==> src/rtl/pc_sequencer_pkg.sv <==
// rtl/pc_sequencer_pkg.sv - shared types and constants for the PC sequencer
package pc_sequencer_pkg;
  localparam int PC_W  = 32;
  localparam int IDX_W = 26;
  localparam logic [PC_W-1:0] RESET_PC_DEFAULT = 32'h0000_0000;

  typedef enum logic [1:0] {
    S_IDLE,
    S_REQ,
    S_WAIT,
    S_OUT
  } state_t;
endpackage

==> src/rtl/jump_target_calc.sv <==
// rtl/jump_target_calc.sv - J-type target: region bits of pc+4 with word index
module jump_target_calc
  import pc_sequencer_pkg::*;
(
  input  logic [IDX_W-1:0] jump_idx,
  input  logic [PC_W-1:0]  pc_plus4,
  output logic [PC_W-1:0]  target
);
  assign target = {pc_plus4[PC_W-1:PC_W-4], jump_idx, 2'b00};
endmodule

==> src/rtl/pc_sequencer.sv <==
// rtl/pc_sequencer.sv - single-outstanding fetch FSM, PC register and redirect mux
module pc_sequencer
  import pc_sequencer_pkg::*;
#(
  parameter logic [PC_W-1:0] RESET_PC = RESET_PC_DEFAULT
) (
  input  logic              clk,
  input  logic              rst_n,
  output logic              imem_req,
  output logic [PC_W-1:0]   imem_addr,
  input  logic              imem_gnt,
  input  logic              imem_rvalid,
  input  logic [31:0]       imem_rdata,
  output logic              inst_valid,
  output logic [31:0]       inst_out,
  output logic [PC_W-1:0]   inst_pc,
  input  logic              inst_ready,
  input  logic              jr,
  input  logic [PC_W-1:0]   jr_addr,
  input  logic              jump,
  input  logic [IDX_W-1:0]  jump_idx,
  input  logic              branch,
  input  logic [15:0]       branch_off,
  output logic              misalign
);
  state_t          state, state_next;
  logic [PC_W-1:0] pc;
  logic [PC_W-1:0] pc_plus4;
  logic [PC_W-1:0] jump_tgt;
  logic [PC_W-1:0] branch_tgt;
  logic [PC_W-1:0] next_pc;
  logic            accept;

  assign accept     = (state == S_OUT) && inst_ready;
  assign imem_addr  = pc;
  assign pc_plus4   = inst_pc + 32'd4;
  assign branch_tgt = pc_plus4 + {{14{branch_off[15]}}, branch_off, 2'b00};

  jump_target_calc u_jump_target_calc (
    .jump_idx (jump_idx),
    .pc_plus4 (pc_plus4),
    .target   (jump_tgt)
  );

  // Redirects are relative to the held instruction; jr wins over all others.
  always_comb begin
    next_pc = pc_plus4;
    if (jr)
      next_pc = {jr_addr[PC_W-1:2], 2'b00};
    else if (jump)
      next_pc = jump_tgt;
    else if (branch)
      next_pc = branch_tgt;
  end

  always_ff @(posedge clk or negedge rst_n) begin
    if (!rst_n)
      state <= S_IDLE;
    else
      state <= state_next;
  end

  always_comb begin
    state_next = state;
    imem_req   = 1'b0;
    inst_valid = 1'b0;
    case (state)
      S_IDLE: state_next = S_REQ;
      S_REQ: begin
        imem_req = 1'b1;
        if (imem_gnt)
          state_next = S_WAIT;
      end
      S_WAIT: begin
        if (imem_rvalid)
          state_next = S_OUT;
      end
      S_OUT: begin
        inst_valid = 1'b1;
        if (inst_ready)
          state_next = S_REQ;
      end
      default: state_next = S_IDLE;
    endcase
  end

  always_ff @(posedge clk or negedge rst_n) begin
    if (!rst_n) begin
      pc       <= RESET_PC;
      inst_out <= '0;
      inst_pc  <= '0;
      misalign <= 1'b0;
    end else begin
      misalign <= accept && jr && (jr_addr[1:0] != 2'b00);
      if (state == S_WAIT && imem_rvalid) begin
        inst_out <= imem_rdata;
        inst_pc  <= pc;
      end
      if (accept)
        pc <= next_pc;
    end
  end
endmodule

==> config.mk <==
export PLATFORM = sky130hd
export DESIGN_NAME = pc_sequencer
export DESIGN_NICKNAME = d
export VERILOG_FILES = /design/src/rtl/pc_sequencer_pkg.sv /design/src/rtl/jump_target_calc.sv /design/src/rtl/pc_sequencer.sv
export SDC_FILE = /design/constraint.sdc
export NUM_CORES = 1
export LEC_CHECK = 0
export ABC_CLOCK_PERIOD_IN_PS = 5000
export BUFFER_PORTS_ARGS = -buffer_cell sky130_fd_sc_hd__buf_2
export CAP_MARGIN = 20
export CORE_MARGIN = 2
export CORE_UTILIZATION = 30
export DETAILED_ROUTE_END_ITERATION = 6
export PLACE_DENSITY = 0.63
export SLEW_MARGIN = 15
export SYNTH_ARGS = -nofsm -noshare
export SYNTH_HDL_FRONTEND = slang
export SYNTH_SLANG_ARGS = --single-unit
==> constraint.sdc <==
create_clock -name clk -period 5 [get_ports clk]
set_input_delay 1.25 -clock clk [delete_from_list [all_inputs] [get_ports clk]]
set_output_delay 1.25 -clock clk [all_outputs]
set_load 0.005 [all_outputs]
# Yosys cells after proc, flatten, opt, wreduce, memory -nomap -nowiden
# Cells that the tools add are included.
dict set report word_totals {
  inputBits 114
  mem_count 0
  mem_bits_ro 0
  reg_bits 99
  output_inout_bits 99
  mem_bits_rw 0
  latchBits 0
  wordCells 29
}
dict set report classes {
  n_addsub 2
  n_lt_le_gt_ge 0
  div 0
  eq_ne 6
  n_mul 0
  n_mux 9
  shifts 0
  bitwise 0
  reduce_logical 7
}
# operator n
set op_table {}
lappend op_table {{$mux W32} 3}
lappend op_table {{$add A32 B3 Y32 const B} 1}
lappend op_table {{$add A32 B32 Y32} 1}
lappend op_table {{$pmux W2 S4} 1}
lappend op_table {{$mux W2} 3}
lappend op_table {{$ne A2 B2 Y1 const B} 3}
lappend op_table {{$eq A2 B2 Y1 const B} 2}
lappend op_table {{$logic_and A1 B1 Y1} 4}
lappend op_table {{$reduce_and A3 Y1} 1}
lappend op_table {{$eq A2 B1 Y1 const B} 1}
lappend op_table {{$logic_not A2 Y1} 1}
lappend op_table {{$mux W1} 2}
lappend op_table {{$reduce_bool A2 Y1} 1}

# Longest topological paths before layout
# Gate-level depths: netlist of the first run.
dict set report logic_depth {
  word_depth 5
  ltp_mapped 17
  depth_no_buf 16
}

# Modules after synthesis
# A second synthesis of the first run with hierarchy kept.
dict set report unflattened {
  cells_unflattened 759
  area_unflattened_um2 7033.0
}
# mod area_per_inst_um2 cells_each instances
set by_module_without_submodules {}
lappend by_module_without_submodules {pc_sequencer 6789.0 726 1}
lappend by_module_without_submodules {jump_target_calc 244.0 33 1}

# Least setup slack after synthesis of the first run
# No wires, ideal clock.
dict set report synth_timing {
  path_type {input to register}
  from {input port branch_off[0]}
  to {register pc[30] (netlist: imem_addr[30])}
  t_arrival_ns 3.568
  required_time_ns 4.922
  n_path_buf 0
  cell_stages 11
  slack_ns 1.355
  path_cell_list {ha_1 > fa_1 > a21oi_1 > o21ai_0 > a21oi_1 > o211a_4 > o211a_1 > nor3_2 > o211ai_1 > mux2_1 > a21oi_1}
}
dict set report synth_between {
  elab_chain_len 4
}
# item line_no
set synth_rtl {}
lappend synth_rtl {{start: declaration} pc_sequencer.sv:23} ;# input logic [15:0] branch_off,
lappend synth_rtl {{$add A32 B32 Y32} pc_sequencer.sv:37} ;# assign branch_tgt = pc_plus4 + {{14{branch_off[15]}}, branch_off, 2'b00};
lappend synth_rtl {{$mux W32} pc_sequencer.sv:52} ;# else if (branch)
lappend synth_rtl {{$mux W32} pc_sequencer.sv:50} ;# else if (jump)
lappend synth_rtl {{$mux W32} pc_sequencer.sv:48} ;# if (jr)
lappend synth_rtl {{end signal: assignment} pc_sequencer.sv:100} ;# pc <= next_pc;
lappend synth_rtl {{end: declaration} pc_sequencer.sv:27} ;# logic [PC_W-1:0] pc;
# Every way passes these cells.
# A chain may end at the register's enable or synchronous reset.

# Worst setup path in the final report of the first run
dict set report layout_timing {
  from {register inst_pc[11]}
  to {register pc[31] (netlist: imem_addr[31])}
}
dict set report layout_between {
  elab_chain_len 5
}
# item line_no
set layout_rtl {}
lappend layout_rtl {{start: declaration} pc_sequencer.sv:16} ;# output logic [PC_W-1:0] inst_pc,
lappend layout_rtl {{start signal: assignment} pc_sequencer.sv:97} ;# inst_pc <= pc;
lappend layout_rtl {{$add A32 B3 Y32 *} pc_sequencer.sv:36} ;# assign pc_plus4 = inst_pc + 32'd4;
lappend layout_rtl {{$add A32 B32 Y32} pc_sequencer.sv:37}
lappend layout_rtl {{$mux W32} pc_sequencer.sv:52}
lappend layout_rtl {{$mux W32 *} pc_sequencer.sv:50}
lappend layout_rtl {{$mux W32 *} pc_sequencer.sv:48}
# Mark *: on every way between the ends. The rest lies on a longest branch, timed or not.

==> metrics.csv, run 1 <==
stage;metric;value;unit
status;status;completed;
die;ios;213;
final_layout;multi_input_area;0.00407;mm2
final_layout;fillers;2244;
placed_design;portBuffers;212;
power_and_ir_drop;vdd.ir_drop.worst;0.000294;V
final_layout;utilization;0.384;
cts;htreeDepth;3;
synth;synth.distinct_cells;67;
synth;synthAdderAreaFrac;0.0790;
power_and_ir_drop;p_int;2730;uW
final_layout;final_cell_mix;buf_2, dfrtp_1, nor2_1, mux2_2, a21oi_1;
die;die-area;0.0237;mm2
cts;post_cts_buffers;0;
synth;ys_seq_area_frac;0.367;
setup_path;path_max_fanout;8;
cts;cts_tree;built;
worst_hold_path;hold-path-cell-count;1;
setup_path;r2r_cells;14;
cts;cts_buffers;9;
drt;wirelength;22300;um
die;die_w;154;um
cts;clk_latency;0.36;ns
drt;firstDrtPassIters;7;
synth;synth_top_family_by_area;compound AO/OA/AOI/OAI gates;
sta;finalCritPeriodShare;0.862;
synth;synthSimpleGateAreaFrac;0.152;
grt;grt_use_total;0.188;
grt;grt_pass1_vias;6185;
synth;synthFlopType;dfrtp_1;
drt;drtAntennaViolNets;0;
placed_design;dp.cells;1189;
setup_path;r2r-start;inst_pc[11];
sta;rsz0062_at_grt;no;
die;fp.dieH;154;um
drt;drt_iter0_drc;445;
power_and_ir_drop;power_frac_seq;0.317;
setup_path;slowest_stage;nor4_1;
grt;grt_remaining_overflow;0;
power_and_ir_drop;power_frac_clock;0.140;
worst_hold_path;hold_class;register to register;
sta;setup_viol;0;
synth;synth_compound_area_frac;0.190;
setup_path;critPathArrivalTime;4.55;ns
power_and_ir_drop;p_leak;0.00409;uW
final_layout;seq_area;0.00248;mm2
setup_path;crit_type;register to register;
sta;fin_skew;0.0169;ns
drt;post-route-drc-count;0;
final_layout;layout-drive-gt1-share;0.343;
placed_design;dp_hpwl;17300;um
setup_path;rr_endpoint;imem_addr[31];
placed_design;gp_congestion;0.920;
setup_path;cp-start-kind;register;
synth;synth.area.mux_share;0.120;
synth;synth-xor-area-share;0.0610;
power_and_ir_drop;power_density;573;mW/mm2
sta;relSlewSlack;0.435;
grt;grt_start_max_net_pins;77;
sta;fmax;0.232;GHz
setup_path;path_cells;nand4_1, nor4_4, nand2_1, nor4_1, nand2_1, xnor2_1, ha_1, a21o_1, a21o_1, a2111oi_1, o311ai_0, o41ai_2, xnor2_1, o21ai_1;
drt;routedWlPerCell;18.5;um
final_layout;fin_nets;1077;
drt;via_count;6276;
power_and_ir_drop;p_sw;2100;uW
cts;cts_root_buf;clkbuf_16;
final_layout;fin_cells;1208;
final_layout;area_growth;24.9;%
grt;antenna_found_initial;4;
synth;yosysWarnings;0;
sta;hold_viol;0;
setup_path;crit_family;compound AO/OA/AOI/OAI gates;
synth;syn_area_per_cell;9.35;um2
sta;fin_setup_tns;0;ns
final_layout;mostFrequentLayoutCell;buf_2;
grt;grt_pass1_wl;34800;um
cts;cts_resized;0;
setup_path;crit_path_max_incr_delay;0.64;ns
die;start_util;0.307;
setup_path;startpoint;inst_pc[11];
setup_path;crit_required;5.24;ns
synth;synth_area_leaders;dfrtp_1, mux2_2, ha_1, a21oi_1, nor2_1;
cts;hold_buffers;0;
cts;cts_buffer_depth;2;
synth;synth-async-reset-ratio;1.00;
power_and_ir_drop;p_comb_frac;0.542;
sta;min_period;4.31;ns
synth;synth_seq_cells;99;
die;core;0.0220;mm2
worst_hold_path;holdCritStartpoint;inst_out[10];
die;core.rowCount;54;
cts;clk_pin_slew;0.08;ns
synth;synth_nets;878;
sta;slew_violations;0;
setup_path;cp-end-kind;register;
synth;synth_top_area_share;0.367;
setup_path;r2r_slack;0.69;ns
cts;cts.sinks;99;
synth;synth_edf_count;0;
synth;synth_cells;722;
setup_path;crit_buf_inv;0;
power_and_ir_drop;swShare;0.435;
job;drv_cap;0;
worst_hold_path;hold_end;inst_out[10];
drt;vias_per_cell;5.20;
sta;tightestPinTransition;0.844;ns
synth;syn_area;0.00675;mm2
synth;yosysTopAreaCell;dfrtp_1;
==> metrics by stage <==
stage               worst slack (ns)  cell area, um2  hold WS [ns]  total power, uW
finish                         0.688            8430         0.503             4830
floorplan                       1.35            6750         0.491             3170
global placement               0.764            8110         0.483             4130
CTS                            0.745            8400         0.506             4840
global route                   0.317            8430         0.512             5230
detailed placement             0.748            8110         0.487             4140
==> cell families (layout without fill, tap and decap cells) <==
| family | count (synthesis) | after routing |
|---|---|---|
| and+or+nand+nor | 210 | 210 |
| AOI/OAI and AO/OA | 196 | 196 |
| DFF | 99 | 99 |
| muxes | 73 | 73 |
| buffers and inverters | 55 | 259 |
| xor gates and xnor gates | 47 | 47 |
| adders and majority gates | 42 | 42 |
| other | 0 | 2 |
==> power by group through the flow <==
stage / Combinational (uW) / Sequential (uW) / Clock [uW]
final: 2620 / 1530 / 678
after global routing: 2910 / 1600 / 727
after CTS: 2620 / 1530 / 697
after detailed placement: 2600 / 1540 / 0
after global placement: 2600 / 1530 / 0
after floorplan: 1680 / 1490 / 0
==> worst reg2reg max path: stages (launching register included) <==
cell and delay, ns:
dfrtp_1 0.50, nand4_1 0.22, nor4_4 0.35, nand2_1 0.13
nor4_1 0.64, nand2_1 0.15, xnor2_1 0.20, ha_1 0.26
a21o_1 0.20, a21o_1 0.17, a2111oi_1 0.52, o311ai_0 0.21
o41ai_2 0.42, xnor2_1 0.17, o21ai_1 0.07
==> layer usage <==
metal	up-vias	wire (um)	global-route usage
met3	36	1500	0.0397
met2	224	10300	0.297
met1	2981	10000	0.256
li1	3033	-	-
met4	2	516	0.0605
met5	-	11	0
==> cell usage after synthesis, drive strengths merged, types with 7 or more instances <==
library cell,number
a211oi,11
a21o,22
a21oi,58
and3,14
clkbuf,32
dfrtp,99
ha,41
inv,18
mux2,65
mux2i,8
nand2,55
nand3,20
nand4,13
nor2,65
nor2b,7
nor3,12
o21ai,50
xnor2,24
xor2,23
==> registers in the layout, indices dropped and copies added (netlist names) <==
| name | count |
|---|---|
| inst_out | 32 |
| imem_addr | 32 |
| state | 2 |
| inst_pc | 32 |
| misalign | 1 |
==> layout make-up <==
type,instances,share of cell area
clock buffers,9,0.0267
clock inverters,7,0.00712
inverters,19,0.00846
multi-input cells,568,0.482
diodes,2,0.000594
well taps,280,0.0416
flip-flops and latches,99,0.294
repair buffers,224,0.139
==> worst max-delay path by stage <==
stage / endpoint / slack, ns / cells past startpoint
6_report: imem_addr[31] / 0.69 / 14
4_1_cts: imem_addr[31] / 0.75 / 14
3_3_place_gp: imem_addr[31] / 0.76 / 14
5_1_grt: imem_addr[31] / 0.32 / 14
2_1_floorplan: imem_addr[30] / 1.35 / 11
3_5_place_dp: imem_addr[31] / 0.75 / 14
No activity file was read; power rests on OpenSTA's default activity.
==> run 2, diff against run 1 <==
--- a/config.mk
+++ b/config.mk
@@ -11,7 +11,7 @@
 export CORE_MARGIN = 2
 export CORE_UTILIZATION = 30
 export DETAILED_ROUTE_END_ITERATION = 6
-export PLACE_DENSITY = 0.63
+export PLACE_DENSITY = 0.6
 export SLEW_MARGIN = 15
 export SYNTH_ARGS = -nofsm -noshare
 export SYNTH_HDL_FRONTEND = slang
==> run 2 against run 1 <==
- final area down 0.34%
- clock skew shrank 0.0083 ns
- largest power group unchanged
- critical endpoint unchanged
- sequential power about the same
- combinational power about the same
- fmax decreased by 1.1%
- power fell by 0.94%
==> metrics.csv, run 2 (synthesis results as in run 1) <==
stage;metric;value;unit;change
status;status;completed;;
cts;cts_resized;0;;unchanged
drt;routedWlPerCell;18.2;um;-1.9%
grt;grt_remaining_overflow;0;;unchanged
grt;grt_use_total;0.185;;-0.00245
drt;vias_per_cell;5.14;;-0.97%
final_layout;fillers;2204;;-1.8%
die;ios;213;;unchanged
cts;cts_buffer_depth;2;;unchanged
setup_path;path_max_fanout;8;;unchanged
placed_design;gp_congestion;0.928;;+0.88%
sta;fin_setup_tns;0;ns;unchanged
grt;antenna_found_initial;4;;unchanged
sta;fmax;0.229;GHz;-1.1%
sta;tightestPinTransition;0.895;ns;+0.0507 ns
die;start_util;0.307;;unchanged
die;core;0.0220;mm2;unchanged
cts;cts_buffers;9;;unchanged
power_and_ir_drop;power_density;570;mW/mm2;-0.60%
die;die-area;0.0237;mm2;unchanged
final_layout;area_growth;24.5;%;
sta;slew_violations;0;;unchanged
placed_design;dp_hpwl;17300;um;-0.29%
setup_path;r2r-start;inst_pc[11];;
final_layout;fin_cells;1209;;+0.083%
setup_path;crit_required;5.23;ns;about the same
cts;hold_buffers;0;;unchanged
cts;cts_tree;built;;
grt;grt_pass1_vias;6218;;+0.53%
cts;clk_pin_slew;0.07;ns;about the same
sta;relSlewSlack;0.388;;-0.0472
power_and_ir_drop;p_leak;0.00409;uW;about the same
die;die_w;154;um;unchanged
final_layout;fin_nets;1078;;+0.093%
worst_hold_path;holdCritStartpoint;inst_out[30];;
drt;drt_iter0_drc;388;;-13%
die;core.rowCount;54;;unchanged
worst_hold_path;hold_class;register to register;;
drt;wirelength;21900;um;-1.8%
worst_hold_path;hold_end;inst_out[30];;
drt;firstDrtPassIters;5;;-2
job;drv_cap;0;;unchanged
sta;hold_viol;0;;unchanged
final_layout;layout-drive-gt1-share;0.343;;-0.000370
drt;via_count;6220;;-0.89%
setup_path;r2r_slack;0.64;ns;-0.05 ns
setup_path;r2r_cells;14;;unchanged
placed_design;portBuffers;212;;unchanged
worst_hold_path;hold-path-cell-count;1;;unchanged
setup_path;cp-start-kind;register;;
final_layout;mostFrequentLayoutCell;buf_2;;
sta;min_period;4.36;ns;+0.0482 ns
setup_path;rr_endpoint;imem_addr[31];;
power_and_ir_drop;vdd.ir_drop.worst;0.000196;V;-33%
die;fp.dieH;154;um;unchanged
grt;grt_pass1_wl;34400;um;-1.2%
cts;post_cts_buffers;0;;unchanged
cts;htreeDepth;3;;unchanged
cts;cts_root_buf;clkbuf_16;;
drt;post-route-drc-count;0;;unchanged
setup_path;critPathArrivalTime;4.59;ns;+0.04 ns
placed_design;dp.cells;1191;;+0.17%
sta;fin_skew;0.00852;ns;-0.00835 ns
final_layout;final_cell_mix;buf_2, dfrtp_1, nor2_1, mux2_2, a21oi_1;;
sta;finalCritPeriodShare;0.872;;+0.00963
cts;clk_latency;0.35;ns;about the same
sta;rsz0062_at_grt;no;;
setup_path;cp-end-kind;register;;
setup_path;crit_type;register to register;;
sta;setup_viol;0;;unchanged
grt;grt_start_max_net_pins;39;;-49%
drt;drtAntennaViolNets;0;;unchanged
cts;cts.sinks;99;;unchanged
[run 2: cell type report]
class / count / area, um2 / area share
Clock buffer: 10 / 229 / 0.0273
Sequential cell: 99 / 2480 / 0.295
Multi-Input combinational cell: 568 / 4070 / 0.484
Clock inverter: 6 / 40.0 / 0.00477
Timing Repair Buffer: 225 / 1160 / 0.138
Inverter: 19 / 71.3 / 0.00849
Antenna cell: 2 / 5.00 / 0.000596
Tap cell: 280 / 350 / 0.0417
[run 2: routing by layer]
metal  GRT usage  wire length, um
met1       0.243             9840
met4      0.0788              694
met5           0               38
met3      0.0400             1240
met2       0.295            10100
[run 2: worst max-delay path: stages, from the launching register on]
cell       delay (ns)
dfrtp_1          0.49
nand4_1          0.22
nor4_4           0.34
nand2_1          0.14
nor4_1           0.66
nand2_1          0.14
xnor2_1          0.21
ha_1             0.26
a21o_1           0.19
a21o_1           0.17
a2111oi_1        0.53
o311ai_0         0.23
o41ai_2          0.40
xnor2_1          0.17
o21ai_1          0.08
[run 2: power breakdown]
group	leakage [uW]	internal, uW	switching (uW)	total (uW)
logic	0.00274	1220	1400	2610
clock network	0.000133	339	317	656
registers	0.00121	1170	349	1520
[run 2: worst max-delay path by stage]
stage | slack, ns | start | endpoint | depth (start not counted)
6_report | 0.64 | inst_pc[11] | imem_addr[31] | 14
5_1_grt | 0.39 | inst_pc[2] | imem_addr[21] | 15
4_1_cts | 0.67 | inst_pc[11] | imem_addr[31] | 14
3_5_place_dp | 0.71 | inst_pc[11] | imem_addr[31] | 14
3_3_place_gp | 0.76 | inst_pc[11] | imem_addr[31] | 13
2_1_floorplan | 1.35 | branch_off[0] | imem_addr[30] | 11
[run 2: per-stage QoR]
| stage | utilization | total power [uW] | worst slack, ns | hold slack, ns | instance area (um2) |
|---|---|---|---|---|---|
| global placement | 0.370 | 4100 | 0.758 | 0.482 | 8130 |
| detailed placement | 0.370 | 4130 | 0.708 | 0.487 | 8130 |
| CTS | 0.382 | 4820 | 0.666 | 0.505 | 8400 |
| global route | 0.383 | 5190 | 0.385 | 0.515 | 8400 |
| floorplan | - | 3170 | 1.35 | 0.491 | 6750 |
| finish | 0.383 | 4790 | 0.640 | 0.503 | 8400 |
